$ cat src/rtl/act_mem_output_writer.sv
// Purpose: packs result activations (scalar or N-lane beats) into N-word rows and
//          writes them sequentially to the activation memory; owns the ping-pong
//          input/output buffer pointers and swaps them at layer end.
// Latency: row write (wr_en/wr_addr/wr_word) registered, one cycle after the
//          accepting edge of the beat that completes the row; done 2 cycles after
//          the final accepted beat.
// Backpressure: memory never stalls; in_ready is high only in RUN while elements
//          remain, and in_valid low simply holds all state.
//
// Ports:
//   clk, reset                      clock, asynchronous active-high reset
//   start, cfg_num_elems,
//   cfg_vector_mode, cfg_swap       layer start pulse and configuration (sampled in IDLE)
//   in_valid, in_ready, in_data     activation input stream, lane k at [k*W +: W]
//   wr_en, wr_addr, wr_word         row write port, wr_addr relative to output pointer
//   busy, done                      status: busy in RUN/FLUSH, done one-cycle pulse
//   input_memory_pointer,
//   output_memory_pointer           current read / write buffer bases
module act_mem_output_writer #(
  parameter int N_DIM_ARRAY             = 8,
  parameter int N_DIM_ARRAY_LOG         = 3,
  parameter int ACT_DATA_WIDTH          = 8,
  parameter int INPUT_CHANNEL_ADDR_SIZE = 12
) (
  input  logic                                  clk,
  input  logic                                  reset,
  input  logic                                  start,
  input  logic [INPUT_CHANNEL_ADDR_SIZE-1:0]    cfg_num_elems,
  input  logic                                  cfg_vector_mode,
  input  logic                                  cfg_swap,
  input  logic                                  in_valid,
  output logic                                  in_ready,
  input  logic [N_DIM_ARRAY*ACT_DATA_WIDTH-1:0] in_data,
  output logic                                  wr_en,
  output logic [INPUT_CHANNEL_ADDR_SIZE-1:0]    wr_addr,
  output logic [N_DIM_ARRAY*ACT_DATA_WIDTH-1:0] wr_word,
  output logic                                  busy,
  output logic                                  done,
  output logic [INPUT_CHANNEL_ADDR_SIZE-1:0]    input_memory_pointer,
  output logic [INPUT_CHANNEL_ADDR_SIZE-1:0]    output_memory_pointer
);

  localparam int W        = ACT_DATA_WIDTH;
  localparam int A        = INPUT_CHANNEL_ADDR_SIZE;
  localparam int DW       = N_DIM_ARRAY * ACT_DATA_WIDTH;
  // Row index space covers half the memory (one buffer); MSB of A picks the buffer.
  localparam int ROW_BITS = A - 1 - N_DIM_ARRAY_LOG;

  typedef enum logic [1:0] {IDLE, RUN, FLUSH, DONE} state_t;

  state_t                     state, state_nxt;
  logic [A-1:0]               remaining;
  logic                       vec_mode;
  logic                       swap_lat;
  logic [N_DIM_ARRAY_LOG-1:0] pack_cnt;
  logic [DW-1:0]              pack_reg;
  logic [ROW_BITS-1:0]        row_cnt;

  logic                       start_ok;
  logic                       accept;
  logic [A-1:0]               consume;
  logic                       last_beat;
  logic                       emit;
  logic                       swap_now;
  logic [DW-1:0]              row_dat;

  assign start_ok = (state == IDLE) && start;
  assign in_ready = (state == RUN) && (remaining != '0);
  assign accept   = in_valid && in_ready;
  assign busy     = (state == RUN) || (state == FLUSH);
  assign done     = (state == DONE);

  // Vector beats consume a full row, except the tail which consumes what is left.
  assign consume   = vec_mode ? ((remaining >= A'(N_DIM_ARRAY)) ? A'(N_DIM_ARRAY) : remaining)
                              : A'(1);
  assign last_beat = (consume == remaining);
  assign emit      = accept && (vec_mode || (pack_cnt == N_DIM_ARRAY_LOG'(N_DIM_ARRAY - 1))
                                         || last_beat);

  // Empty layers swap straight from IDLE using live cfg; normal layers use the latched flag.
  assign swap_now = (start_ok && (cfg_num_elems == '0) && cfg_swap) ||
                    ((state == FLUSH) && swap_lat);

  // Row candidate: vector beat with tail lanes masked, or pack register with the
  // incoming scalar merged into lane pack_cnt. Unfilled pack lanes are already 0.
  always_comb begin
    row_dat = '0;
    for (int k = 0; k < N_DIM_ARRAY; k++) begin
      if (vec_mode) begin
        if (A'(k) < remaining) row_dat[k*W +: W] = in_data[k*W +: W];
      end else if (N_DIM_ARRAY_LOG'(k) == pack_cnt) begin
        row_dat[k*W +: W] = in_data[W-1:0];
      end else begin
        row_dat[k*W +: W] = pack_reg[k*W +: W];
      end
    end
  end

  always_ff @(posedge clk or posedge reset) begin
    if (reset) state <= IDLE;
    else       state <= state_nxt;
  end

  always_comb begin
    state_nxt = state;
    case (state)
      IDLE:    if (start) state_nxt = (cfg_num_elems == '0) ? DONE : RUN;
      RUN:     if (accept && last_beat) state_nxt = FLUSH;
      FLUSH:   state_nxt = DONE;
      DONE:    state_nxt = IDLE;
      default: state_nxt = IDLE;
    endcase
  end

  always_ff @(posedge clk or posedge reset) begin
    if (reset) begin
      wr_en                 <= 1'b0;
      wr_addr               <= '0;
      wr_word               <= '0;
      remaining             <= '0;
      vec_mode              <= 1'b0;
      swap_lat              <= 1'b0;
      pack_cnt              <= '0;
      pack_reg              <= '0;
      row_cnt               <= '0;
      input_memory_pointer  <= '0;
      output_memory_pointer <= A'(1) << (A - 1);
    end else begin
      wr_en <= emit;
      if (emit) begin
        wr_word <= row_dat;
        wr_addr <= A'(row_cnt);
        row_cnt <= row_cnt + 1'b1;  // wraps within one buffer on overflow
      end

      if (start_ok) begin
        remaining <= cfg_num_elems;
        vec_mode  <= cfg_vector_mode;
        swap_lat  <= cfg_swap;
        pack_cnt  <= '0;
        pack_reg  <= '0;
        row_cnt   <= '0;
      end

      if (accept) begin
        remaining <= remaining - consume;
        if (!vec_mode) begin
          pack_reg <= emit ? '0 : row_dat;
          pack_cnt <= emit ? '0 : pack_cnt + 1'b1;
        end
      end

      if (swap_now) begin
        input_memory_pointer  <= output_memory_pointer;
        output_memory_pointer <= input_memory_pointer;
      end
    end
  end

endmodule

$ cat config.mk
export PLATFORM = sky130hd
export DESIGN_NAME = act_mem_output_writer
export DESIGN_NICKNAME = d
export VERILOG_FILES = /design/src/rtl/act_mem_output_writer.sv
export SDC_FILE = /design/constraint.sdc
export NUM_CORES = 1
export LEC_CHECK = 0
export ABC_CLOCK_PERIOD_IN_PS = 9400
export CAP_MARGIN = 10
export CORE_MARGIN = 4
export CORE_UTILIZATION = 53
export CTS_BUF_LIST = sky130_fd_sc_hd__clkbuf_4
export DETAILED_ROUTE_END_ITERATION = 10
export GPL_ROUTABILITY_DRIVEN = 0
export PLACE_DENSITY = 0.82
export SYNTH_ARGS = -nofsm -noshare
export SYNTH_HDL_FRONTEND = slang
export SYNTH_SLANG_ARGS = --single-unit
export TNS_END_PERCENT = 20
$ cat constraint.sdc
create_clock -name clk -period 9.4 [get_ports clk]
set_input_delay 2.35 -clock clk [delete_from_list [all_inputs] [get_ports clk]]
set_output_delay 2.35 -clock clk [all_outputs]
set_load 0.02 [all_outputs]
==> results.md <==
- Compared with the post-synthesis result, the final layout area differs by 23.7%.
- The relative slew slack is 20.6%.
- STA puts the critical path data arrival time at 2.69 ns.
- The portion of synthesized cell area occupied by the leading cell type is around half.
- The number of standard cells after synthesis is 952.
- The synthesized design contains 188 register bits.
- The share of total power dissipated in combinational logic is between 40% and 50%.
- The number of buffers on the longest clock path is 2.
- The total global routing overflow is 0.
- Buffers inserted to repair hold after CTS numbered 0.
- Summing all non-filler instances in the final layout gives an area of around 0.011 mm².
- In this run the tool buffered the top-level ports with around 180 buffer cells.
- Data on the critical path is required at its endpoint by just over 7 ns.
- The library cell with the highest instance count after synthesis is dfrtp_1.
- The analysis attributes to cell leakage a power of 5.03 nW.
- For this run, the leading register cell type out of synthesis is dfrtp_1.
- In this run the worst path has a maximum fanout of 10.
- The sequential area share after synthesis is 51.5%.
- The number of design-rule violations left by the first detailed-router iteration is about 690.
- The number of rows in the core area is 47.
- The number of synthesized flops with an enable pin is 0.
- In this run the worst hold path is classified as flop to flop.
- The post-route netlist has 7.20% of its cells at a drive strength greater than 1.
- The first detailed-routing pass ran for 7 iterations.
- After legalization and detailed placement, the total HPWL measured between 15,000 and 20,000 µm.
- The final standard cell utilization of the core is around two thirds.
- CTS saw approximately 190 sinks.
- The cell sitting at the root of the clock tree is a clkbuf_4.
- The die area is approximately 0.019 mm².
- The final period utilization is between 50% and 60%.
- The die is approximately 140 µm tall.
- The flow ran to the end, and the final reports show no timing, DRC or antenna violations.
- The clock-pin slew reported for the worst setup and hold paths after clock tree synthesis is 0.16 ns.
- The first global-routing pass estimated about 38,000 µm of wire.
- The final layout contains routed wiring with a total length of about 23,000 µm.
- The detailed-route DRC error count is 0.
- The TritonCTS buffer count is 17.
- The region available for standard cell placement spans roughly 0.017 mm².
- The worst setup path is launched from a flop.
- Entering global routing, the biggest net connects approximately 120 pins.
- The fmax is between 0.15 and 0.2 GHz.
- Sorting the synthesized cells by how often they occur yields dfrtp_1, nand2_1, a21oi_1.
- The H-tree depth reported by CTS is 4.
- At the pin with the least slew margin, the transition time is 1.18 ns.
- The via count of the first global-routing pass is 7,321.
- The Yosys step of the flow raised 0 warnings.
- The total of endpoints with negative setup slack in the final report is 0.
- The critical path is of the flop to output port type.
- Power spread over the standard cell area amounts to ~270 mW/mm².
- The cell internal power dissipation is roughly 1.8 mW.
- The worst ir drop on vdd is between 0.2 and 0.25 mV.
- In the global route stage, overall resource usage came out at a little under a quarter.
- The number of different library cells in the post-synthesis netlist is between 50 and 60.
- The residual antenna-violating net count after detailed routing is 0.
- The mean instance size in the synthesized netlist is 9.60 µm².
- After routing, the total negative slack on setup checks comes to 0 ns.
- The final net count is around 1,200.
- The clock power share is approximately 14%.
- The worst clock skew on the final layout is approximately 0.016 ns.
- The post-synthesis async set-or-reset flop share is 100%.
- The number of hold violations in the final report came to 0.
- Ranked by total cell area, the synthesized netlist is headed by dfrtp_1, nand2_1, a21oi_1.
- The post-cts repair resize count is 0.
- Once the floorplan was initialized, standard cells occupied 54.5% of the core.
- The routed layout has about 7,600 vias.
- The floorplan die width is 139 µm.
- Max-cap violations in this run came to 0.
- The clock insertion delay at the later pin of the skew report is between 0.5 and 0.6 ns.
- The number of slew-limit violations in the final report is 0.
- In this run the cell area measured after placement is approximately 0.011 mm².
- Setup repair after global routing left no endpoint under its margin.
- Dividing the detail-routed via count by the number of cells gives between 5 and 6.
- In the final routed layout, each cell accounts on average for 17.5 µm.
- The switching power is 1.32 mW.
- The cell area after technology mapping is approximately 0.009 mm².
- TritonCTS built the clock tree.
- The fraction of power spent switching nets is around 43%.
- Of the total power, registers draw a little under two fifths.
- The worst path in the final design needs a cycle of slightly above 5 ns, including I/O delays and setup.
- After filler insertion, the fill cell instance count of the layout stands at between 1,000 and 1,500.
- STA classifies the critical path endpoint as an output port.
- In this run the post-CTS setup repair buffer count came out at 0.
- 0 antenna diodes ended up in the layout.
- The leading area contributor after synthesis is dfrtp_1.
- The initial antenna violation count is 0.
- The count of boundary I/O pins is approximately 190.
==> cell usage in the layout, fill, tap and decap left out, types with 3 or more instances in the layout <==
| cell type | instances |
|---|---|
| a21boi_0 | 3 |
| a21o_1 | 6 |
| a21oi_1 | 107 |
| a22o_1 | 57 |
| a31oi_1 | 4 |
| and2_1 | 3 |
| and3_1 | 11 |
| buf_4 | 9 |
| clkbuf_4 | 17 |
| clkdlybuf4s50_1 | 181 |
| clkinv_4 | 4 |
| conb_1 | 11 |
| dfrtp_1 | 186 |
| ha_1 | 23 |
| inv_1 | 10 |
| inv_6 | 4 |
| inv_8 | 4 |
| mux2_2 | 24 |
| mux2i_1 | 37 |
| nand2_1 | 170 |
| nand2b_1 | 3 |
| nand3_1 | 28 |
| nand4_1 | 7 |
| nor2_1 | 60 |
| nor2b_1 | 3 |
| nor3_1 | 4 |
| nor4_1 | 4 |
| o21ai_0 | 81 |
| o31ai_1 | 3 |
| xnor2_1 | 6 |
| xor2_1 | 8 |
==> layer usage <==
layer	global-route usage [%]	wire, µm	part of all wire [%]	vias up
met5	0	0	0	-
met4	5.82	224	0.96	0
met3	7.68	2130	9.1	20
met2	36.4	10700	46	288
met1	33.1	10300	44	3699
li1	-	-	-	3610
==> critical path, cell delays in order, from the launching register on <==
cell and delay [ns]:
dfrtp_1 0.44, nor4_2 0.34, and3_1 0.49, nand2_1 0.12, and2_1 0.18, clkdlybuf4s50_1 0.55
==> metrics by stage <==
step / total power [mW] / std cells / setup WS [ns] / hold WS, ns
6_report: 3.08 / 1331 / 4.36 / 0.499
5_1_grt: 3.29 / 1331 / 4.12 / 0.519
4_1_cts: 3.09 / 1331 / 4.32 / 0.503
3_5_place_dp: 2.65 / 1299 / 4.86 / 0.469
3_3_place_gp: 2.62 / 1299 / 4.89 / 0.460
2_1_floorplan: 2.12 / 961 / 1.94 / 0.446
==> logic make-up (layout without fill, tap and decap cells) <==
kind of cell / count (synthesis) / after routing / share of synthesized area, %
AOI/OAI and AO/OA: 276 / 276 / 18.4
muxes: 61 / 61 / 7.01
adders and majority gates: 24 / 24 / 3.37
buffers and inverters: 84 / 234 / 4.20
DFF: 188 / 188 / 51.5
xor gates and xnor gates: 14 / 14 / 1.34
other: 2 / 11 / 0.0822
and+or+nand+nor: 303 / 303 / 14.1
==> cell type report <==
| class | count | area, µm² | area share (%) |
|---|---|---|---|
| timing repair buffer | 190 | 1880 | 16.6 |
| sequential | 188 | 4710 | 41.6 |
| clock buffer | 17 | 128 | 1.13 |
| clock inverter | 15 | 154 | 1.36 |
| tap | 220 | 275 | 2.43 |
| multi-input combinational | 689 | 4110 | 36.3 |
| inverter | 12 | 55.1 | 0.487 |
==> final timing paths <==
path                                     from                       to  slack (ns)  cells past startpoint
min in group asynchronous               reset  input_memory_pointer[0]        2.34                      2
worst min-delay path              wr_word[46]              wr_word[46]        0.50                      2
max in group asynchronous               reset             pack_reg[27]        5.65                      3
worst max register to register  remaining[11]               row_cnt[6]        5.52                     12
worst max-delay path             remaining[8]                 in_ready        4.36                      5
worst min register to register    wr_word[46]              wr_word[46]        0.50                      2
==> power groups by stage <==
| stage | Combinational, mW | Sequential, mW | Clock, mW |
|---|---|---|---|
| 4_1_cts | 1.50 | 1.14 | 0.450 |
| 2_1_floorplan | 0.826 | 1.29 | 0 |
| 5_1_grt | 1.64 | 1.17 | 0.482 |
| 3_3_place_gp | 1.47 | 1.15 | 0 |
| 3_5_place_dp | 1.49 | 1.16 | 0 |
| 6_report | 1.49 | 1.14 | 0.441 |
(Power assumes the default switching activity.)
